<file path="src/rtl/fu_mult_sched_pkg.sv">
// Shared types for the multiply functional-unit scheduler: operand packet,
// CDB result and scheduler state encoding.
package fu_mult_sched_pkg;

    localparam int unsigned DATA_W = 32;
    localparam int unsigned TAG_W  = 4;

    typedef struct packed {
        logic [TAG_W-1:0]  tag;
        logic [DATA_W-1:0] src_a;
        logic [DATA_W-1:0] src_b;
    } fu_pkt_t;

    typedef struct packed {
        logic              valid;
        logic [TAG_W-1:0]  tag;
        logic [DATA_W-1:0] data;
    } cdb_t;

    typedef enum logic [1:0] {
        IDLE = 2'd0,
        WAIT = 2'd1,
        RESP = 2'd2
    } sched_state_t;

endpackage

</file>
<file path="src/rtl/fu_mult_sched_if.sv">
// Bundle of requester, multiplier and CDB signals around the scheduler.
// master = surrounding pipeline, slave = scheduler.
interface fu_mult_sched_if
    import fu_mult_sched_pkg::*;
#(
    parameter int unsigned NUM_REQ = 4
) ();

    logic                   flush;
    logic                   stall;
    logic [NUM_REQ-1:0]     req_valid;
    fu_pkt_t [NUM_REQ-1:0]  req_pkt;
    logic [NUM_REQ-1:0]     req_grant;
    logic                   mult_en;
    fu_pkt_t                mult_pkt;
    logic                   mult_busy;
    logic                   mult_resp_pulse;
    cdb_t                   mult_result;
    logic                   cdb_req;
    cdb_t                   cdb_out;
    logic                   cdb_ack;
    logic                   sched_busy;
    logic                   timeout_err;

    modport master (
        output flush, stall, req_valid, req_pkt, mult_busy,
               mult_resp_pulse, mult_result, cdb_ack,
        input  req_grant, mult_en, mult_pkt, cdb_req, cdb_out,
               sched_busy, timeout_err
    );

    modport slave (
        input  flush, stall, req_valid, req_pkt, mult_busy,
               mult_resp_pulse, mult_result, cdb_ack,
        output req_grant, mult_en, mult_pkt, cdb_req, cdb_out,
               sched_busy, timeout_err
    );

endinterface

</file>
<file path="src/rtl/fu_mult_sched_rr_arbiter.sv">
// Round-robin pick: first asserted request at or above ptr, wrapping modulo N.
module rr_arbiter #(
    parameter  int unsigned N  = 4,
    localparam int unsigned PW = (N > 1) ? $clog2(N) : 1
) (
    input  logic [N-1:0]  i_req,
    input  logic [PW-1:0] i_ptr,
    output logic [N-1:0]  o_grant,
    output logic [PW-1:0] o_idx,
    output logic          o_any
);

    logic [PW:0]   w_sum;
    logic [PW-1:0] w_cand;

    always_comb begin
        o_grant = '0;
        o_idx   = '0;
        o_any   = 1'b0;
        w_sum   = '0;
        w_cand  = '0;
        for (int unsigned off = 0; off < N; off++) begin
            w_sum = {1'b0, i_ptr} + (PW+1)'(off);
            if (w_sum >= (PW+1)'(N)) begin
                w_sum = w_sum - (PW+1)'(N);
            end
            w_cand = PW'(w_sum);
            if (!o_any && i_req[w_cand]) begin
                o_any           = 1'b1;
                o_grant[w_cand] = 1'b1;
                o_idx           = w_cand;
            end
        end
    end

endmodule

</file>
<file path="src/rtl/fu_mult_sched.sv">
// Issues one multiply at a time from NUM_REQ requesters, waits for the
// sequential multiplier and holds the result on the CDB until acknowledged.
module fu_mult_sched
    import fu_mult_sched_pkg::*;
#(
    parameter int unsigned NUM_REQ    = 4,
    parameter int unsigned WAIT_LIMIT = 16
) (
    input  logic            clk,
    input  logic            rst,
    fu_mult_sched_if.slave  bus
);

    localparam int unsigned PW = (NUM_REQ > 1) ? $clog2(NUM_REQ) : 1;
    localparam int unsigned CW = $clog2(WAIT_LIMIT + 1);

    sched_state_t       r_state;
    sched_state_t       w_next;
    logic [PW-1:0]      r_rr_ptr;
    logic [PW-1:0]      w_ptr_nxt;
    logic [PW-1:0]      w_idx;
    logic [NUM_REQ-1:0] w_gnt;
    logic               w_any;
    logic               w_issue;
    logic               w_capture;
    logic               w_cdb_req;
    logic [CW-1:0]      r_wait_cnt;
    logic [CW-1:0]      w_wait_inc;
    logic               r_timeout;
    logic [TAG_W-1:0]   r_buf_tag;
    logic [DATA_W-1:0]  r_buf_data;

    rr_arbiter #(.N(NUM_REQ)) u_arb (
        .i_req   (bus.req_valid),
        .i_ptr   (r_rr_ptr),
        .o_grant (w_gnt),
        .o_idx   (w_idx),
        .o_any   (w_any)
    );

    always_ff @(posedge clk or posedge rst) begin
        if (rst) begin
            r_state <= IDLE;
        end else begin
            r_state <= w_next;
        end
    end

    // Flush overrides every state; issue and CDB request are combinational.
    always_comb begin
        w_next    = r_state;
        w_issue   = 1'b0;
        w_capture = 1'b0;
        w_cdb_req = 1'b0;
        if (bus.flush) begin
            w_next = IDLE;
        end else begin
            unique case (r_state)
                IDLE: begin
                    if (w_any && !bus.stall && !bus.mult_busy && !rst) begin
                        w_issue = 1'b1;
                        w_next  = WAIT;
                    end
                end
                WAIT: begin
                    if (bus.mult_resp_pulse) begin
                        w_capture = 1'b1;
                        w_next    = RESP;
                    end
                end
                RESP: begin
                    w_cdb_req = 1'b1;
                    if (bus.cdb_ack) begin
                        w_next = IDLE;
                    end
                end
                default: w_next = IDLE;
            endcase
        end
    end

    assign w_ptr_nxt  = (w_idx == PW'(NUM_REQ - 1)) ? '0 : w_idx + PW'(1);
    assign w_wait_inc = r_wait_cnt + CW'(1);

    always_ff @(posedge clk or posedge rst) begin
        if (rst) begin
            r_rr_ptr   <= '0;
            r_wait_cnt <= '0;
            r_timeout  <= 1'b0;
            r_buf_tag  <= '0;
            r_buf_data <= '0;
        end else begin
            if (w_issue) begin
                r_rr_ptr   <= w_ptr_nxt;
                r_wait_cnt <= '0;
            end else if (r_state == WAIT && r_wait_cnt != CW'(WAIT_LIMIT)) begin
                r_wait_cnt <= w_wait_inc;
                if (w_wait_inc == CW'(WAIT_LIMIT)) begin
                    r_timeout <= 1'b1;
                end
            end
            if (bus.flush || (r_state == RESP && bus.cdb_ack)) begin
                r_buf_tag  <= '0;
                r_buf_data <= '0;
            end else if (w_capture) begin
                r_buf_tag  <= bus.mult_result.tag;
                r_buf_data <= bus.mult_result.data;
            end
        end
    end

    assign bus.req_grant   = w_issue ? w_gnt : '0;
    assign bus.mult_en     = w_issue;
    assign bus.mult_pkt    = w_issue ? bus.req_pkt[w_idx] : '0;
    assign bus.cdb_req     = w_cdb_req;
    assign bus.cdb_out     = w_cdb_req ? cdb_t'{valid: 1'b1, tag: r_buf_tag, data: r_buf_data} : '0;
    assign bus.sched_busy  = (r_state != IDLE);
    assign bus.timeout_err = r_timeout;

endmodule

</file>
<file path="src/flat_wrapper.sv">
// flat-port wrapper written by rule: the top's interface ports become plain ports
module fu_mult_sched_flat import fu_mult_sched_pkg::*;
#(
    parameter int unsigned NUM_REQ    = 4,
    parameter int unsigned WAIT_LIMIT = 16
)
  (clk, rst, bus_flush, bus_stall, bus_req_valid, bus_req_pkt, bus_mult_busy, bus_mult_resp_pulse, bus_mult_result, bus_cdb_ack, bus_req_grant, bus_mult_en, bus_mult_pkt, bus_cdb_req, bus_cdb_out, bus_sched_busy, bus_timeout_err);
  fu_mult_sched_if #(.NUM_REQ(NUM_REQ)) bus_i ();
  input  logic clk;
  input  logic rst;
  input wire logic [$bits(bus_i.flush)-1:0] bus_flush;
  input wire logic [$bits(bus_i.stall)-1:0] bus_stall;
  input wire logic [$bits(bus_i.req_valid)-1:0] bus_req_valid;
  input wire logic [$bits(bus_i.req_pkt)-1:0] bus_req_pkt;
  input wire logic [$bits(bus_i.mult_busy)-1:0] bus_mult_busy;
  input wire logic [$bits(bus_i.mult_resp_pulse)-1:0] bus_mult_resp_pulse;
  input wire logic [$bits(bus_i.mult_result)-1:0] bus_mult_result;
  input wire logic [$bits(bus_i.cdb_ack)-1:0] bus_cdb_ack;
  output wire logic [$bits(bus_i.req_grant)-1:0] bus_req_grant;
  output wire logic [$bits(bus_i.mult_en)-1:0] bus_mult_en;
  output wire logic [$bits(bus_i.mult_pkt)-1:0] bus_mult_pkt;
  output wire logic [$bits(bus_i.cdb_req)-1:0] bus_cdb_req;
  output wire logic [$bits(bus_i.cdb_out)-1:0] bus_cdb_out;
  output wire logic [$bits(bus_i.sched_busy)-1:0] bus_sched_busy;
  output wire logic [$bits(bus_i.timeout_err)-1:0] bus_timeout_err;
  assign bus_i.flush = bus_flush;
  assign bus_i.stall = bus_stall;
  assign bus_i.req_valid = bus_req_valid;
  assign bus_i.req_pkt = bus_req_pkt;
  assign bus_i.mult_busy = bus_mult_busy;
  assign bus_i.mult_resp_pulse = bus_mult_resp_pulse;
  assign bus_i.mult_result = bus_mult_result;
  assign bus_i.cdb_ack = bus_cdb_ack;
  assign bus_req_grant = bus_i.req_grant;
  assign bus_mult_en = bus_i.mult_en;
  assign bus_mult_pkt = bus_i.mult_pkt;
  assign bus_cdb_req = bus_i.cdb_req;
  assign bus_cdb_out = bus_i.cdb_out;
  assign bus_sched_busy = bus_i.sched_busy;
  assign bus_timeout_err = bus_i.timeout_err;
  fu_mult_sched #(.NUM_REQ(NUM_REQ), .WAIT_LIMIT(WAIT_LIMIT)) u_core (.clk(clk), .rst(rst), .bus(bus_i));
endmodule
</file>
<file path="config.mk">
export PLATFORM = sky130hd
export DESIGN_NAME = fu_mult_sched_flat
export DESIGN_NICKNAME = d
export VERILOG_FILES = /design/src/rtl/fu_mult_sched_pkg.sv /design/src/rtl/fu_mult_sched_if.sv /design/src/rtl/fu_mult_sched_rr_arbiter.sv /design/src/rtl/fu_mult_sched.sv /design/src/flat_wrapper.sv
export SDC_FILE = /design/constraint.sdc
export NUM_CORES = 1
export LEC_CHECK = 0
export CAP_MARGIN = 20
export CORE_AREA = 3 3 169 171
export CTS_BUF_LIST = sky130_fd_sc_hd__clkbuf_4
export DETAILED_ROUTE_END_ITERATION = 7
export DIE_AREA = 0 0 172 174
export SLEW_MARGIN = 20
export SYNTH_ARGS = -nofsm -noshare
export SYNTH_HDL_FRONTEND = slang
export SYNTH_SLANG_ARGS = --single-unit
</file>
<file path="constraint.sdc">
create_clock -name clk -period 3.5 [get_ports clk]
set_input_delay 0.7 -clock clk [delete_from_list [all_inputs] [get_ports clk]]
set_output_delay 0.7 -clock clk [all_outputs]
set_load 0.05 [all_outputs]
</file>
=== After elaboration in Yosys (flattened, before gate mapping) ===
Cells that the tools add are included.

* Register bits: 46
* Latch bits: 0
* Bits in writable memories: 0
* Bits in read-only memories: 0
* Logic and storage cells: 122
* Memories: 0

* Add/subtract/negate cells: 9
* Multiply operators: 0
* Div/mod/pow operators: 0
* $lt $le $gt $ge: 13
* Eq/ne operators: 8
* Shifts and indexed selects: 0
* Mux-type cells: 57
* Bitwise operators: 4
* Reduce and logical (&&, ||, !) cells: 25

{| class="wikitable"
|+ Operators by type and width
! operator !! count
|-
| 68-bit binary-select mux with 2-bit select || 1
|-
| 68-bit 2-to-1 mux || 2
|-
| 32-bit 2-to-1 mux || 2
|-
| 37-bit 2-to-1 mux || 1
|-
| 4-bit 2-to-1 mux || 7
|-
| 2-bit 2-to-1 mux || 13
|-
| 1-bit 2-to-1 mux || 20
|-
| 2-bit by 3-bit < comparator with 1-bit output (second input constant) || 5
|-
| 1-bit logical AND || 12
|-
| 4-bit OR || 3
|-
| 5-bit 2-to-1 mux || 2
|-
| 3-bit >= comparator (second input constant) || 3
|-
| 1-bit binary-select mux with 2-bit select || 4
|-
| 1-bit demux with 2-bit select || 4
|-
| 2-bit by 1-bit >= comparator with 1-bit output (second input constant) || 4
|-
| 2-bit by 1-bit subtractor with 2-bit output (second input constant) || 4
|-
| 2-bit by 2-bit adder with 3-bit output (second input constant) || 2
|-
| 1-bit logical NOT || 6
|-
| 3-bit != test (second input constant) || 2
|-
| 2-bit one-hot mux with 3 select lines || 1
|-
| 3-bit AND reduction || 2
|-
| 2-bit nonzero test || 3
|-
| 5-bit by 1-bit adder with 5-bit output (second input constant) || 1
|-
| 5-bit == test (second input constant) || 1
|-
| other kinds (10) || 11
|}

=== Depth between registers and ports, before layout ===
Gate-level depths: netlist of run 1.

* Depth after elaboration: 22
* Mapped depth: 10
* Mapped depth without buffers: 7

=== Hierarchy ===
A second synthesis of run 1 with hierarchy kept.

* Cell total of the unflattened synthesis: 472
* Area total of the unflattened synthesis: 4832.1 um^2

{| class="wikitable"
|+ By module, submodules not included
! module !! instances !! cells each !! area each (um^2)
|-
| fu_mult_sched || 1 || 427 || 4410.5
|-
| rr_arbiter || 1 || 45 || 421.7
|}

=== Least setup slack after synthesis of run 1 ===
Ideal clock, no wire load.

* Path kind: reg-to-output
* Start point: register u_core.r_rr_ptr[0]
* End point: output bus_req_grant[0]
* Data arrival time: 3107 ps
* Data required time: 2800 ps
* Slack: -307 ps
* Cell stages (with the launch flop): 9
* Buffers on the path: 1
* Cell sequence: dfrtp_1 > buf_6 > inv_1 > ha_1 > mux4_2 > a211oi_1 > a22o_1 > mux2i_1 > a21oi_1

* Longest elaborated chain between the ends: 21

{| class="wikitable"
|+ Ends and longest elaborated chain
! element !! RTL line !! RTL
|-
| from (decl) || fu_mult_sched.sv:19 || <nowiki>logic [PW-1:0] r_rr_ptr;</nowiki>
|-
| from (signal assigned) || fu_mult_sched.sv:94 || <nowiki>r_rr_ptr <= w_ptr_nxt;</nowiki>
|-
| branches (longest 20 deep; another with 2-bit by 1-bit adder with 3-bit output) || n/a ||
|-
| 4-bit 2-to-1 mux * || fu_mult_sched.sv:112 || <nowiki>assign bus.req_grant = w_issue ? w_gnt : '0;</nowiki>
|-
| to (decl) || flat_wrapper.sv:19 || <nowiki>output wire logic [$bits(bus_i.req_grant)-1:0] bus_req_grant;</nowiki>
|}

Every way passes the cells marked *. The select of a mux whose other input is x is not followed.

=== Worst setup path in the final report of run 1 ===
* Start point: register u_core.r_rr_ptr[0]
* End point: output bus_mult_pkt[59]

* Longest elaborated chain between the ends: 21

{| class="wikitable"
|+ Ends and longest elaborated chain
! element !! RTL line !! RTL
|-
| branches (longest 20 deep; another with 2-bit by 1-bit adder with 3-bit output) || n/a ||
|-
| 68-bit 2-to-1 mux * || fu_mult_sched.sv:114 || <nowiki>assign bus.mult_pkt = w_issue ? bus.req_pkt[w_idx] : '0;</nowiki>
|-
| to (decl) || flat_wrapper.sv:21 || <nowiki>output wire logic [$bits(bus_i.mult_pkt)-1:0] bus_mult_pkt;</nowiki>
|}

Marks and branches as above.

==> results.txt, run 1 <==
status: finished, violations left
failing checks: setup timing
final setup fails: 51
mux contribution to synthesized area: 0.343
Simple-Gate Fraction of Synth Area: 0.230
WL met3: 2820 microns
R2R Setup Slk: 1410 ps
starting density of the core: 0.178
Synth area leader: mux4_2
max frequency: 279 MHz
Max-cap violations: 0
Gate Count Post-Synth: 478
post-synthesis xor/xnor area fraction: 0.0128
Sink Count: 46
antenna violations before repair: 10
crit path launch: u_core.r_rr_ptr[0]
clock root buffer: clkbuf_4
Async SR Flop Fraction: 1.00
number of global-route vias before repair: 6010
Hold Buf Count CTS: 0
post-synthesis adder-cell area fraction: 0.0287
Slew @ Worst Pin: 813 ps
Hold Crit Class: reg -> reg
GRT Overall Usage: 0.170
routability cong.: 0.902
Placed Instances: 1252
slowest stage cell on the critical path: mux4_2
Yosys top cell area share: 0.324
syn_area_per_cell: 10.0 sq um
WL/cell: 21.2 microns
H-tree depth: 2
Arr. time, crit path: 2890 ps
total power: 5610 uW
top area cells in the synthesized netlist: mux4_2 (32%), dfrtp_1 (24%), and2_1 (14%), nand2_1 (6.4%), a21oi_1 (4.7%)
Final Critical Period: 3590 ps
initial drt markers: 223
Power Density: 493 nW/um^2
Post-synth EDFFs: 0
Reg-to-Reg End: u_core.r_rr_ptr[1]
DR WL met2: 14000 microns
TritonRoute pass-1 iters: 5
post-route insts no fill: 1276
Die Ht: 174 microns
crit start category: flip-flop
Layout area overhead: 137%
vias per inst: 4.37
Max Used Layer: met5
Worst Path Max Fanout: 7
fin crit share: 1.03
RSZ-0062 raised after global routing: yes
clk slew on worst S/H paths: 150 ps
residual DRC count: 0
Synth Area in Compound Gates: 0.0887
share of cells above drive strength 1: 0.358
slowest stage delay, CP: 540 ps
Worst Setup EP: bus_mult_pkt[59]
TritonCTS clock tree: built
WL met1: 9840 microns
Die Wd: 172 microns
distinct cell type count after synthesis: 41
pin count of the biggest net entering global routing: 39
vias post-DR: 5577
worst reg2reg path startpoint: u_core.r_rr_ptr[0]
final slew viol count: 0
Core ar.: 27000 sq um
Leak: 0.00444 uW
maximum ir drop on the vdd rail: 316 uV
GRT Residual Overflow: 0
# port buffers: 431
crit path cell chain: mux2_4 > mux2i_2 > a221oi_2 > o22ai_4 > buf_12 > buf_4 > mux4_2 > and2_4 > buf_12
syn_nets: 809
endpoints failing hold: 0
Setup WS post-layout: -90.0 ps
I/O pins: 433
critical path class: reg -> out
Detailed Route WL: 27000 microns
Crit path top cell by count: buf_12
Clock Path Buffers: 2
YS warnings: 0
mapped cell area: 4800 sq um
worst reg2reg path depth: 8
Detail Route Antenna Nets: 0
Primary FF master, synth: dfrtp_1
worst path required time: 2800 ps
register bit total from synthesis: 46
row cnt: 60
relative slew slack: 0.458
die area: 29900 sq um
final worst clock skew: 20.4 ps
largest family of logic cells by synthesized area: multiplexers
CTS Buf Count: 5
sequential area share after synthesis: 0.240
first-pass GRT wire length: 38500 microns
Worst Setup End Kind: output pin
hpwl dp: 23100 microns
Clock Latency Late Sink: 380 ps
final net count: 1257
-- registers in the layout, summed over array words and instances (netlist names) --
register	count
u_core.r_buf_tag	4
u_core.r_rr_ptr	2
u_core.bus.timeout_err	1
u_core.r_wait_cnt	5
u_core.r_buf_data	32
u_core.r_state	2
-- critical path, delay by kind of cell, from the launching register on --
family | cells | cell delay [ps]
DFF | 1 | 490
buffers and inverters | 3 | 480
and+or+nand+nor | 1 | 190
muxes | 3 | 1030
AOI/OAI and AO/OA | 2 | 320
-- routing by layer --
metal / global-route usage / up-vias
li1: - / 2621
met4: 0.0396 / 6
met3: 0.0648 / 21
met5: 0 / -
met2: 0.301 / 242
met1: 0.192 / 2687
-- placed cells by master, fill, tap and decap left out, types with 13 or more instances in the layout --
cell and count:
a21oi_1 39, buf_4 31, nand2_1 82, and2_1 42
and2_4 63, buf_12 124, clkdlybuf4s50_1 316, nor2_1 13
dfrtp_1 45, mux4_2 69
-- layout make-up --
| class | instances | area, sq um |
|---|---|---|
| Clock buffer | 5 | 37.5 |
| Fill cell | 2535 | 15600 |
| Inverter | 10 | 37.5 |
| Multi-Input combinational cell | 379 | 3620 |
| Clock inverter | 3 | 47.5 |
| Sequential cell | 46 | 1150 |
| Timing Repair Buffer | 484 | 6040 |
| Antenna cell | 8 | 20.0 |
| Tap cell | 341 | 427 |
-- cells in the mapped netlist, types with 8 or more instances --
master,count
ha_1,11
buf_6,8
a21oi_1,45
clkbuf_1,27
nand2_1,82
nor2_1,13
and2_1,105
inv_1,9
mux4_2,69
dfrtp_1,46
-- cells by family (layout without fill, tap and decap cells) --
kind of cell,after synthesis,count (layout)
flip-flops,46,46
AO/OA/AOI/OAI,68,68
buffers and inverters,53,502
adder cells (fa/ha/maj),11,11
AND/OR/NAND/NOR,215,215
other,0,8
XOR/XNOR,7,7
multiplexers,78,78
-- repair_timing --
item,4_1_cts,5_1_grt
gates resized for setup,70,28
pin swaps,11,32
setup buffers,5,2
gates cloned,1,1
setup endpoints to repair,73,72
-- worst min-delay path by stage --
| stage | depth (start not counted) | slack [ps] | endpoint | startpoint |
|---|---|---|---|---|
| floorplan | 1 | 490 | u_core.r_state[0] | u_core.r_state[1] |
| global placement | 1 | 470 | u_core.bus.timeout_err | u_core.bus.timeout_err |
| detailed placement | 1 | 490 | u_core.bus.timeout_err | u_core.bus.timeout_err |
| CTS | 2 | 530 | u_core.r_buf_data[21] | u_core.r_buf_data[21] |
| global route | 2 | 540 | u_core.r_buf_data[13] | u_core.r_buf_data[13] |
| finish | 1 | 510 | u_core.bus.timeout_err | u_core.bus.timeout_err |
-- per-stage QoR --
step | util | worst slack (ps) | hold slack (ps) | setup TNS, ps | instance area (sq um)
6_report | 0.421 | -90.0 | 513 | -1960 | 11400
2_1_floorplan | - | -46.8 | 491 | -105 | 4810
3_3_place_gp | 0.404 | -451 | 466 | -27190 | 10900
3_5_place_dp | 0.404 | -469 | 490 | -28540 | 10900
4_1_cts | 0.417 | -195 | 530 | -8950 | 11300
5_1_grt | 0.421 | -223 | 544 | -10500 | 11400
-- power by group --
part	leakage, uW	total [uW]	internal (uW)	switching (uW)
Clock	0.0000463	358	156	202
Sequential	0.000632	631	573	57.8
Combinational	0.00376	4620	2820	1810
(Power assumes the default switching activity.)
==> run 2: changes to the inputs <==
--- a/config.mk
+++ b/config.mk
@@ -10,7 +10,7 @@
 export CTS_BUF_LIST = sky130_fd_sc_hd__clkbuf_4
 export DETAILED_ROUTE_END_ITERATION = 7
 export DIE_AREA = 0 0 172 174
-export SLEW_MARGIN = 20
+export PLACE_DENSITY = 0.55
 export SYNTH_ARGS = -nofsm -noshare
 export SYNTH_HDL_FRONTEND = slang
 export SYNTH_SLANG_ARGS = --single-unit
==> run 2 against run 1 <==
The run still ends with setup timing left. Clock-buffer cell count stayed put. Worst setup slack worse by 86 ps. Largest power group unchanged. Fmax is 2.3% lower. Sequential share of layout area hardly changed. Worst hold slack better by 11 ps.
==> results.txt, run 2 (synthesis results as in run 1) <==
max frequency: 272 MHz
status: finished, violations left
Crit path top cell by count: buf_12
first-pass GRT wire length: 38600 microns
commonest non-fill, non-tap cells in the layout: clkdlybuf4s50_1 (316), buf_12 (122), nand2_1 (82)
critical path class: in -> out
TritonCTS clock tree: built
Clock Latency Late Sink: 370 ps
I/O pins: 433
R2R Setup Slk: 1380 ps
failing checks: setup timing
clk slew on worst S/H paths: 130 ps
starting density of the core: 0.178
RSZ-0062 raised after global routing: yes
Largest Register: u_core.r_buf_data
Setup WS post-layout: -176 ps
slowest stage cell on the critical path: mux4_2
WL/cell: 21.5 microns
Clock Path Buffers: 2
total power: 5630 uW
Layout area overhead: 136%
HP Start: u_core.r_buf_data[10]
GRT Overall Usage: 0.172
initial drt markers: 231
max reg flops: 32
Die Wd: 172 microns
antenna violations before repair: 11
row cnt: 60
H-tree depth: 2
routability cong.: 0.905
relative slew slack: 0.450
final net count: 1255
Core ar.: 27000 sq um
die area: 29900 sq um
Power Density: 497 nW/um^2
# port buffers: 431
hpwl dp: 23100 microns
final worst clock skew: 15.4 ps
CTS Buf Count: 5
Slew @ Worst Pin: 825 ps
commonest non-fill, non-tap cell in the layout: clkdlybuf4s50_1
Hold Buf Count CTS: 0
design area: 11300 sq um
endpoints failing hold: 0
Reg-to-Reg End: u_core.r_rr_ptr[1]
GRT Residual Overflow: 0
Layout fillers: 2546
Worst Setup End Kind: output pin
slowest stage delay, CP: 510 ps
cell area after placement: 10800 sq um
Detailed Route WL: 27500 microns
final setup fails: 68
share of cells above drive strength 1: 0.355
Sink Count: 46
worst path required time: 2800 ps
crit-path leading delay family: multiplexers
fin crit share: 1.05
Max-cap violations: 0
Final Critical Period: 3680 ps
pin count of the biggest net entering global routing: 41
crit path cell chain: clkdlybuf4s15_1 > mux2_4 > mux2i_2 > a221oi_2 > o22ai_4 > buf_12 > clkbuf_16 > mux4_2 > and2_4 > buf_12
vias post-DR: 5589
Hold Crit Class: reg -> reg
crit start category: primary input
final slew viol count: 0
Leak: 0.00442 uW
maximum ir drop on the vdd rail: 429 uV
vias per inst: 4.38
residual DRC count: 0
worst reg2reg path startpoint: u_core.r_rr_ptr[0]
Worst Path Max Fanout: 6
clock root buffer: clkbuf_4
Detail Route Antenna Nets: 0
Hold EP: u_core.r_buf_data[10]
Arr. time, crit path: 2980 ps
biggest regs: u_core.r_buf_data (32), u_core.r_wait_cnt (5), u_core.r_buf_tag (4)
cell depth of the worst min-delay path: 2
worst reg2reg path depth: 8
number of global-route vias before repair: 5811
Die Ht: 174 microns
worst path bufs/invs: 4
worst slack, placed: -437 ps
TritonRoute pass-1 iters: 4
## run 2: how the worst max path moves through the flow
stage | start | end | cells past startpoint
floorplan | bus_req_valid[1] | bus_mult_pkt[66] | 9
global placement | bus_req_valid[2] | bus_mult_pkt[6] | 10
detailed placement | bus_req_valid[2] | bus_mult_pkt[6] | 10
CTS | u_core.r_rr_ptr[0] | bus_mult_pkt[30] | 11
global route | u_core.r_rr_ptr[0] | bus_mult_pkt[59] | 9
finish | bus_req_valid[1] | bus_mult_pkt[59] | 10
## run 2: worst reg2reg max path, stage by stage (launching register included)
cell,delay (ps)
dfrtp_2,470
buf_6,180
mux2_2,390
o21ai_1,230
a21oi_4,100
buf_12,150
buf_4,190
xor2_1,200
o21ai_0,100
## run 2: area by class of cell
cell class	count	area, sq um	share of cell area
repair buffers	482	6030	0.533
multi-input cells	379	3600	0.318
flip-flops and latches	46	1150	0.102
well taps	341	427	0.0377
clock buffers	5	37.5	0.00331
inverters	10	37.5	0.00331
diodes	10	25.0	0.00221
clock inverters	3	16.3	0.00144
## run 2: metrics by stage
stage | TNS [ps] | utilization | hold slack [ps] | cells
global placement | -23820 | 0.401 | 464 | 1249
finish | -5450 | 0.419 | 523 | 1276
CTS | -14080 | 0.412 | 529 | 1265
global route | -12520 | 0.419 | 542 | 1275
floorplan | -105 | - | 491 | 478
detailed placement | -25300 | 0.401 | 505 | 1249
## run 2: where the power goes
group	switching, uW	total, uW	leakage, uW	internal, uW
logic	1840	4740	0.00376	2910
clock network	183	258	0.0000287	75.1
registers	61.1	634	0.000632	573
total	2080	5630	0.00442	3550
## run 2: what timing repair did
item / in CTS / in global routing
gates cloned: 3 / 1
pin swaps: 10 / 31
gates resized for setup: 41 / 65
endpoints found under the hold margin: 0 / 0
setup endpoints to repair: 73 / 72
buffers inserted: 5 / 2
## run 2: metal layers
| layer | global-route usage | wire, microns | vias up |
|---|---|---|---|
| li1 | - | - | 2615 |
| met1 | 0.191 | 10000 | 2703 |
| met2 | 0.308 | 14200 | 246 |
| met3 | 0.0628 | 2730 | 21 |
| met4 | 0.0422 | 459 | 4 |
| met5 | 0 | 23 | - |
==> RTL edit (settings of run 1) <==
Encoding of `sched_state_t`: now one-hot (3 bits for 3 states).
--- a/src/rtl/fu_mult_sched_pkg.sv
+++ b/src/rtl/fu_mult_sched_pkg.sv
@@ -17,10 +17,10 @@
         logic [DATA_W-1:0] data;
     } cdb_t;
 
-    typedef enum logic [1:0] {
-        IDLE = 2'd0,
-        WAIT = 2'd1,
-        RESP = 2'd2
+    typedef enum logic [2:0] {
+        IDLE = 3'b001,
+        WAIT = 3'b010,
+        RESP = 3'b100
     } sched_state_t;
 
 endpackage
Behaviour: no difference found for any inputs over 4 cycles, from zero or initial values and one cycle with rst high; so few cycles prove little.
==> RTL edit against run 1 <==
- the run still ends with negative setup slack left
- power up 130%
- non-clock buffer count is 123 higher
- cell area grew 58%
- worst hold slack worse by 0.0067 ns
- sequential cell count increased by 1
- synthesized area grew 56%
- count of clock-buffer cells in the layout is 2 higher
- clock skew down 0.014 ns
- wire length is 53% higher
- worst setup slack lost 0.21 ns
- first-iteration DRC count is 110% higher
- sequential power up 2%
- final cell count up 37%
- critical endpoint is now bus_mult_pkt[60]
- largest cell class is now multi-input gates
- largest power group unchanged
==> RTL edit: results (changes against run 1) <==
Final TNS setup=-15.28 ns (-13.32 ns); global-route wire length before repair=61900 µm (+61%); number of library cell types mapped by synthesis=52 (+27%); Commonest cells post-synth=o21a_1 (135), a221oi_1 (131), mux2_2 (94); Slew @ Worst Pin=1.08 ns (+0.271 ns); P_leak=6.41 nW (+44%); biggest regs=u_core.r_buf_data: 32 flops, u_core.r_wait_cnt: 5 flops, u_core.r_buf_tag: 4 flops; total nets after synthesis=1228 (+52%); Clock Latency Late Sink=0.35 ns (-0.03 ns); gpl congestion=0.835 (-7.5%); post-DP HPWL=30400 µm (+32%); Hold WC Path Type=reg2reg; Initial DRT Pass Iterations=6 (+1); share of cells above drive strength 1=0.474 (+0.116); Num CTS Buffers=5 (unchanged); GRT Overall Usage=0.260 (+0.0896); register area share after synthesis=0.157 (-0.0826); Crit Path Max Fanout=7 (unchanged); Iter 0 DRT Violations=477 (+110%); outcome=finished with violations; Final Setup Violations=68 (+33%); setup ws final=-0.300 ns (-0.210 ns); max_cap viols=0 (unchanged); CTS Buffer Depth=2 (unchanged); number of synthesis warnings=0 (unchanged); Mean Syn Cell Area=8.35 µm² (-17%); Max VDD drop=0.000544 V (+72%); Final Instance Count excl. Fillers=1751 (+37%); fraction of registers with async set/reset=1.00 (unchanged); Synth Flop Type=dfrtp_1; dpl ws=-0.706 ns (-0.237 ns); failing checks=negative setup slack; Worst-path clk slew=0.13 ns (-0.02 ns); synth top area cells=dfrtp_1 (15%), a221oi_1 (15%), mux2_2 (14%); clk_skew=0.00669 ns (-0.0137 ns); dpl cell area=15900 µm² (+46%); initial antenna violation count=15 (+5); htree depth=2 (unchanged); root buffer cell=clkbuf_4; Vias=9815 (+76%); dpl cells=1676 (+34%); number of global-route vias before repair=10262 (+71%); Port Buffers=431 (unchanged); CP arrival=3.10 ns (+0.21 ns); final WL=41300 µm (+53%); pin count of the biggest net entering global routing=45 (+15%)
-- RTL edit: cell types whose count changed after synthesis, moves of 42 or more --
cell      delta
and2_1      -67
o21a_1     +135
mux2_2      +91
a221oi_1   +131
mux2_1      +42
mux4_2      -66
o22ai_1     +66
clkbuf_1    +45
-- RTL edit: stage by stage --
step	total power, mW	util
after global routing	13.8	0.666
after global placement	10.1	0.589
after detailed placement	10.2	0.589
after floorplan	7.37	-
after CTS	12.8	0.655
final	13.2	0.666
-- RTL edit: path summary, 6_finish.rpt --
path	startpoint	end	cells past startpoint	slack (ns)
max	u_core.r_rr_ptr[0]	bus_mult_pkt[60]	13	-0.30
min in group asynchronous	rst	u_core.r_buf_data[28]	3	0.92
min	u_core.bus.timeout_err	u_core.bus.timeout_err	1	0.51
max reg2reg	u_core.r_rr_ptr[0]	u_core.r_rr_ptr[1]	13	0.84
min reg2reg	u_core.bus.timeout_err	u_core.bus.timeout_err	1	0.51
max in group asynchronous	rst	u_core.r_state[0]	4	1.81
-- RTL edit: layer usage --
layer | vias up | share of wire | global-route usage
li1 | 4629 | - | -
met4 | 6 | 0.032 | 0.0898
met2 | 327 | 0.49 | 0.435
met3 | 76 | 0.078 | 0.0737
met5 | - | 0.00087 | 0
met1 | 4777 | 0.40 | 0.317
-- RTL edit: cells by family (layout without fill, tap and decap cells) --
| group | count (synthesis) | in the layout | synth area share |
|---|---|---|---|
| AO/OA/AOI/OAI | 404 | 404 | 0.410 |
| XOR/XNOR | 6 | 6 | 0.00702 |
| adder cells (fa/ha/maj) | 11 | 11 | 0.0184 |
| buffers and inverters | 122 | 622 | 0.0837 |
| flip-flops | 47 | 47 | 0.157 |
| multiplexers | 143 | 143 | 0.219 |
| other | 0 | 12 | 0 |
| AND/OR/NAND/NOR | 164 | 165 | 0.105 |
-- RTL edit: report_power, final --
group	switching (mW)	internal (mW)
clock network	0.172	0.0943
logic	5.81	6.45
registers	0.0585	0.586
total	6.04	7.13
-- RTL edit: worst max-delay path: stages, from the launching register on --
cell	delay, ns
dfrtp_4	0.55
inv_4	0.08
ha_4	0.19
mux4_2	0.34
nor2b_4	0.16
nor2_4	0.05
buf_12	0.15
buf_12	0.15
clkbuf_16	0.16
mux2_2	0.27
a221oi_2	0.24
buf_4	0.16
o22ai_4	0.07
buf_12	0.15
-- RTL edit: repair_timing --
item	CTS	global route
gates cloned	11	2
setup endpoints to repair	73	72
pin swaps	72	54
buffers inserted	43	12
gates resized for setup	180	41
-- RTL edit: layout make-up --
class                      count  area (µm²)
clock buffer                   7        52.6
antenna                       12        30.0
sequential                    47        1180
multi-input combinational    729        8500
inverter                       7        31.3
timing repair buffer         607        7760
clock inverter                 1        5.00
tap                          341         427
fill                        2073        9040
